**src/rtl/bus_oe_sequencer.sv**
```systemverilog
// Break-before-make output-enable sequencer for a shared tri-state bus with N drivers.
// On every handover no driver is enabled for DEAD clock cycles; all outputs come straight from flops.
module bus_oe_sequencer #(
    parameter int N    = 4,
    parameter int DEAD = 1,
    parameter int SELW = $clog2(N)
) (
    input  logic            clk,
    input  logic            reset,
    input  logic            en,
    input  logic [SELW-1:0] sel,
    output logic [N-1:0]    oe,
    output logic [SELW-1:0] active,
    output logic            busy
);

    localparam int CNT_W = $clog2(DEAD + 1);
    localparam logic [SELW:0] N_EXT = (SELW + 1)'(N);
    localparam logic [CNT_W-1:0] CNT_LOAD = CNT_W'(DEAD - 1);

    generate
        if (N < 2 || DEAD < 1) begin : g_param_err
            $error("bus_oe_sequencer: N must be >= 2 and DEAD must be >= 1");
        end
    endgenerate

    typedef enum logic [1:0] {
        IDLE  = 2'd0,
        DRIVE = 2'd1,
        TURN  = 2'd2
    } state_t;

    state_t           state_q;
    logic [N-1:0]     oe_q;
    logic [SELW-1:0]  active_q;
    logic             busy_q;
    logic [CNT_W-1:0] cnt_q;

    logic             req_vld;
    logic [N-1:0]     sel_oh_d;

    function automatic logic [N-1:0] decode(input logic [SELW-1:0] idx);
        logic [N-1:0] v;
        v = '0;
        for (int i = 0; i < N; i++) begin
            if (idx == SELW'(i)) v[i] = 1'b1;
        end
        return v;
    endfunction

    // An index at or beyond N means "no driver" and is treated exactly like en = 0.
    assign req_vld  = en && ({1'b0, sel} < N_EXT);
    assign sel_oh_d = decode(sel);

    always_ff @(posedge clk) begin
        if (reset) begin
            state_q  <= IDLE;
            oe_q     <= '0;
            active_q <= '0;
            busy_q   <= 1'b0;
            cnt_q    <= '0;
        end else begin
            case (state_q)
                IDLE: begin
                    if (req_vld) begin
                        state_q  <= DRIVE;
                        active_q <= sel;
                        oe_q     <= sel_oh_d;
                    end
                end
                DRIVE: begin
                    if (!req_vld || sel != active_q) begin
                        state_q <= TURN;
                        oe_q    <= '0;
                        busy_q  <= 1'b1;
                        cnt_q   <= CNT_LOAD;
                    end
                end
                TURN: begin
                    // Requests are only looked at on the last dead cycle, so the gap is never shortened.
                    if (cnt_q != '0) begin
                        cnt_q <= cnt_q - 1'b1;
                    end else if (req_vld) begin
                        state_q  <= DRIVE;
                        active_q <= sel;
                        oe_q     <= sel_oh_d;
                        busy_q   <= 1'b0;
                    end else begin
                        state_q <= IDLE;
                        busy_q  <= 1'b0;
                    end
                end
                default: begin
                    state_q <= IDLE;
                    oe_q    <= '0;
                    busy_q  <= 1'b0;
                    cnt_q   <= '0;
                end
            endcase
        end
    end

    assign oe     = oe_q;
    assign active = active_q;
    assign busy   = busy_q;

endmodule

```
**config.mk**
```make
export PLATFORM = sky130hd
export DESIGN_NAME = bus_oe_sequencer
export DESIGN_NICKNAME = d
export VERILOG_FILES = /design/src/rtl/bus_oe_sequencer.sv
export SDC_FILE = /design/constraint.sdc
export NUM_CORES = 1
export LEC_CHECK = 0
export ABC_AREA = 1
export CORE_AREA = 2 2 39 41
export CTS_CLUSTER_SIZE = 40
export DETAILED_ROUTE_END_ITERATION = 10
export DIE_AREA = 0 0 41 43
export PLACE_DENSITY_LB_ADDON = 0.12
export SYNTH_ARGS = -nofsm -noshare
export SYNTH_HDL_FRONTEND = slang
export SYNTH_SLANG_ARGS = --single-unit
```
**constraint.sdc**
```tcl
create_clock -name clk -period 1.1 [get_ports clk]
set_input_delay 0.165 -clock clk [delete_from_list [all_inputs] [get_ports clk]]
set_output_delay 0.165 -clock clk [all_outputs]
set_load 0.005 [all_outputs]
```
* Word level (Yosys, flattened, before mapping)
Cells that the tools add are included.
** Word-level totals
- Register bits after elaboration :: 10
- Output and inout bits :: 7
- Memory bits (read-only) :: 0
- Bits of input ports :: 5
- Word-level logic and storage cells :: 48
- Memory bits (writable) :: 0
- Latch bits :: 0
- Memories :: 0
** Operators by class
- Shift-type cells :: 0
- Multiplexer cells :: 22
- Magnitude comparators :: 0
- Bitwise gates (word level) :: 1
- Div/mod/pow operators :: 0
- Add/sub/neg operators :: 1
- Eq/ne operators :: 9
- Reduce and logical (&&, ||, !) cells :: 10
- Multiply operators :: 0
** Operators with widths (number)
- 4-bit two-way mux :: 3
- 4-bit case mux with 3 select lines :: 1
- 2-bit two-way mux :: 5
- 1-bit two-way mux :: 9
- 2-bit == test (second input constant) :: 3
- 2-bit inequality test (second input constant) :: 3
- 1-bit case mux with 3 select lines :: 2
- 2-bit case mux with 3 select lines :: 1
- 2-bit AND reduction :: 3
- 3-bit AND reduction :: 2
- 2-bit by 1-bit == test with 1-bit output (second input constant) :: 2
- 2-bit logical NOT :: 2
- 2-bit case mux with 2 select lines :: 1
- 2-bit inequality test :: 1
- 2-bit nonzero test :: 1
- 1-bit logical NOT :: 1
- 1-bit logical OR :: 1
- 1-bit NOT :: 1
- 1-bit subtractor (second input constant) :: 1

* Longest topological paths before layout
- Word-level depth :: 5
- Mapped depth :: 9
- Gate-level depth less buffers :: 9

* Least setup slack after synthesis
No wires, ideal clock.
- Kind :: reg-to-reg
- Start :: reg active_q[0] (netlist: active[0])
- End :: reg oe_q[0] (netlist: oe[0])
- Cell stages (with the launch flop) :: 10
- Buffers on the path :: 0
- Library setup time :: 0.114 ns
- Required time :: 0.986 ns
- Path slack :: 0.064 ns
- Clock period less this slack :: 1.036 ns
- Arrival time :: 0.922 ns
- Path through :: dfxtp_1 -> inv_1 -> nand2_1 -> nand2_2 -> nor2_4 -> nand3_4 -> nand2_2 -> nand2_1 -> nand2_1 -> nor2_2
** On the way
- Word-level cells in the longest chain between the ends :: 4
** Ends and longest elaborated chain
- from (decl) :: line 35 : logic [SELW-1:0] active_q;
- from (signal assigned) :: line 67 : active_q <= sel;
- from (signal assigned) :: line 85 : active_q <= sel;
- 2-bit inequality test :: line 72 : if (!req_vld || sel != active_q) begin
- 1-bit logical OR :: line 72
- 2-bit inequality test (no line)
- 2-bit AND reduction (no line)
- to (signal assigned) :: line 68 : oe_q <= sel_oh_d;
- to (signal assigned) :: line 86 : oe_q <= sel_oh_d;
- to (decl) :: line 34 : logic [N-1:0] oe_q;
Every way passes these cells.
A chain may end at the register's enable or synchronous reset.

* Final worst setup path
Ends and elaborated chain as after synthesis.

==> flow_results.org <==
** Status
- The flow ran to the end, but the final reports show violations.
- The final reports fail on setup timing.

** Synth
- Synthesized cell area :: 432 sq um
- Synthesized area per cell :: 7.57 sq um
- Library cells used by synthesis :: 15
- Number of nets in the synthesized netlist :: 62
- Synthesized netlist cell count :: 57
- The Yosys step of the flow raised 0 warnings.
- Number of storage elements in the synthesis netlist :: 9
- For this run, the register share of the synthesized area comes to 0.417.

** Setup path
- At the worst endpoint, the required time is 1.26 ns.
- Delay of the slowest cell on the worst path :: 0.33 ns
- At the worst endpoint, the arrival time is 1.28 ns.
- The number of buffers and inverters on the critical path is 1.
- Critical Path Sink Type :: flip-flop
- The worst setup path is of the reg2reg kind.
- Most common cell type on the critical path :: sky130_fd_sc_hd__nand2_2
- Kind of start point of the critical path :: flip-flop
- In this design, the largest share of critical-path delay is due to simple AND/OR/NAND/NOR gates.
- Tracing the worst setup path back leads to its startpoint at active[0]$_SDFFE_PP0P_.
- Slowest cell on crit path :: sky130_fd_sc_hd__dfxtp_2
- Worst flop-to-flop path startpoint :: active[0]$_SDFFE_PP0P_
- Along the worst path, the maximum fanout reaches 5.
- Walking the worst path, the cells encountered are inv_2, nand2_2, nand2_2, nor2_4, nand3_4, nand2_2, nand2_1, nand2_1, nor2_2.

** Drt
- Via-to-Cell Ratio :: 4.46
- The first TritonRoute pass finished after 4 iterations.
- The routed design has 966 um of wire.
- Total DRC errors in the routed layout :: 0
- For this block, the via count after detailed routing is 428.
- Dividing the detail-routed wire length by the instance count gives 10.1 um.
- The detailed router finished its first iteration with 5 violations.
- In this run the remaining antenna-violating nets after routing total 0.

** Timing
- The worst pin sits at a relative slew slack of 0.864.
- Worst slack on hold paths :: 0.431 ns
- Static timing analysis puts the maximum clock frequency at 0.893 GHz.
- Total setup violations reported at the end of the flow :: 1
- Final worst clock skew :: 0.00169 ns
- RSZ-0062 raised after global routing :: yes
- Final max-slew violation count :: 0
- Final critical path time including I/O delays and setup :: 1.12 ns
- Worst path setup slack after routing :: -0.0192 ns
- Slew at the pin with the worst max-slew slack :: 0.204 ns
- Period Utilization, post-route :: 1.02
- The number of hold-slack violations in the final timing report was 0.

** CTS
- Cts-stage hold buffer count :: 0
- Clock latency at the later pin of the worst-skew pair :: 0.27 ns
- The clock net in this run drives a total of 9 sinks.
- CTS clk-pin slew, worst paths :: 0.06 ns
- Counting along the longest clock path gives a buffer depth of 2.
- TritonCTS created 3 clock buffers.
- CTS tree :: built
- CTS placed an instance of sky130_fd_sc_hd__clkbuf_4 at the clock tree root.
- In this run the number of H-tree levels came out at 1.

** Die
- Horizontal die dimension :: 41 um
- IO Count :: 12
- In this run the standard cell core region covers 0.00138 sq mm.
- For this configuration, the core starts out at a cell density of 0.312.
- The initialized floorplan defines 14 standard-cell rows.
- The die covers 0.00176 sq mm.
- Die height :: 43 um

** Placed design
- After detailed placement, the design holds a cell count of 90.
- During placement, the flow inserted port buffers numbering 11.
- At the end of routability-driven placement, the weighted congestion stood at 0.772.
- The wire-length estimate of the detail-placed layout is 665 um.

** Power
- Reported leakage power :: 0.000326 uW
- PD cells :: 1210 mW/mm^2
- Across the VDD grid, the largest voltage drop is 633 uV.
- Post-layout total power :: 826 uW

** Cells and area
- FF+latch area :: 185 sq um
- In the final layout, the multi-input gates occupy 267 sq um.
- Of the cells placed in the final design, the portion with a size suffix greater than 1 is 0.350.
- Antenna diode count :: 0
- Counting the fill cells in the layout gives 156.
- Number of non-filler instances in the completed layout :: 96
- The area growth from synthesis to layout is 58.3%.
- NumNets Final :: 86

** Global routing
- Wire length of the first global-routing pass :: 1670 um
- Gr ovfl total :: 0
- Entering global routing, the biggest net connects 8 pins.
- Number of global-route vias before repair :: 414
- Across every metal layer, demand over resource in global routing totals 0.142.
- Initial antenna violation count :: 0

** Hold path
- The worst hold path begins at sel[0].
- The tightest min-delay check is of the in2reg type.

** Flow run
- Max Cap Viol :: 0
layout make-up:
cell class              instances  share of cell area
multi-input cells              41               0.390
flip-flops and latches          9               0.271
repair buffers                 18               0.227
inverters                       8              0.0440
clock buffers                   4              0.0385
well taps                      16              0.0293
path summary, 6_finish.rpt:
path / slack (ns) / endpoint / cells after the start
hold reg to reg: 0.47 / busy$_SDFFE_PP0P_ / 2
setup / recovery: -0.02 / oe[0]$_SDFFE_PP0P_ / 9
hold / removal: 0.43 / active[0]$_SDFFE_PP0P_ / 4
setup reg to reg: -0.02 / oe[0]$_SDFFE_PP0P_ / 9
registers in the layout (all words and copies together) (netlist names):
signal,cells
state_q,2
busy,1
active,2
oe,4
cell usage after synthesis:
master | count | area, sq um
sky130_fd_sc_hd__nand2_2 | 3 | 18.8
sky130_fd_sc_hd__a21oi_1 | 7 | 35.0
sky130_fd_sc_hd__inv_1 | 7 | 26.3
sky130_fd_sc_hd__nand3_4 | 1 | 17.5
sky130_fd_sc_hd__nand3_2 | 1 | 10.0
sky130_fd_sc_hd__dfxtp_1 | 9 | 180
sky130_fd_sc_hd__xnor2_1 | 1 | 8.76
sky130_fd_sc_hd__nor2_2 | 2 | 12.5
sky130_fd_sc_hd__o21ai_0 | 2 | 10.0
sky130_fd_sc_hd__inv_2 | 1 | 3.75
sky130_fd_sc_hd__nand3_1 | 5 | 25.0
sky130_fd_sc_hd__nor2_1 | 7 | 26.3
sky130_fd_sc_hd__nand2_1 | 8 | 30.0
sky130_fd_sc_hd__nor3_1 | 1 | 5.00
sky130_fd_sc_hd__nor2_4 | 2 | 22.5
worst register-to-register path: stages, from the launching register on:
cell and delay [ns]:
sky130_fd_sc_hd__dfxtp_2 0.33, sky130_fd_sc_hd__inv_2 0.05, sky130_fd_sc_hd__nand2_2 0.05, sky130_fd_sc_hd__nand2_2 0.06
sky130_fd_sc_hd__nor2_4 0.17, sky130_fd_sc_hd__nand3_4 0.12, sky130_fd_sc_hd__nand2_2 0.10, sky130_fd_sc_hd__nand2_1 0.05
sky130_fd_sc_hd__nand2_1 0.06, sky130_fd_sc_hd__nor2_2 0.03
timing repair:
item / in CTS / in global routing
cloned: 1 / 0
pin swaps: 2 / 4
setup buffers: 1 / 1
setup endpoints to repair: 8 / 7
gates resized for setup: 12 / 7
routing by layer:
layer | vias up | wire length, um | track usage
li1 | 232 | - | -
met1 | 185 | 442 | 0.193
met2 | 9 | 451 | 0.200
met3 | 2 | 53 | 0.0314
met4 | 0 | 19 | 0.0800
met5 | - | 0 | 0
layout by cell type, fill, tap and decap left out, types with 2 or more instances in the layout:
cell type	n
sky130_fd_sc_hd__a21oi_1	6
sky130_fd_sc_hd__buf_4	7
sky130_fd_sc_hd__clkbuf_4	3
sky130_fd_sc_hd__clkdlybuf4s50_1	2
sky130_fd_sc_hd__dfxtp_1	7
sky130_fd_sc_hd__dlygate4sd2_1	8
sky130_fd_sc_hd__inv_1	6
sky130_fd_sc_hd__inv_2	2
sky130_fd_sc_hd__nand2_1	7
sky130_fd_sc_hd__nand2_2	4
sky130_fd_sc_hd__nand3_1	5
sky130_fd_sc_hd__nand3_4	2
sky130_fd_sc_hd__nor2_1	6
sky130_fd_sc_hd__nor2_2	3
sky130_fd_sc_hd__nor2_4	2
sky130_fd_sc_hd__o21ai_0	2
through the flow:
stage	setup TNS (ns)	worst slack [ns]	utilization	cell area (sq um)
global route	-0.284	-0.104	0.494	683
detailed placement	-1.87	-0.282	0.439	607
floorplan	0	0.0639	-	432
finish	-0.0192	-0.0192	0.494	683
CTS	0	0.00654	0.478	662
global placement	-1.88	-0.282	0.439	607
where the power goes:
group / switching [uW] / internal [uW] / leakage, uW
clock network: 123 / 140 / 0.0000150
logic: 96.4 / 97.7 / 0.000236
registers: 17.9 / 351 / 0.0000753
total: 237 / 589 / 0.000326
cells by family after synthesis:
family          Yosys count  synth area share
compound gates            9             0.104
xor+xnor                  1            0.0203
buf+inv                   8            0.0696
flops                     9             0.417
simple gates             30             0.388
(Power assumes the default switching activity.)
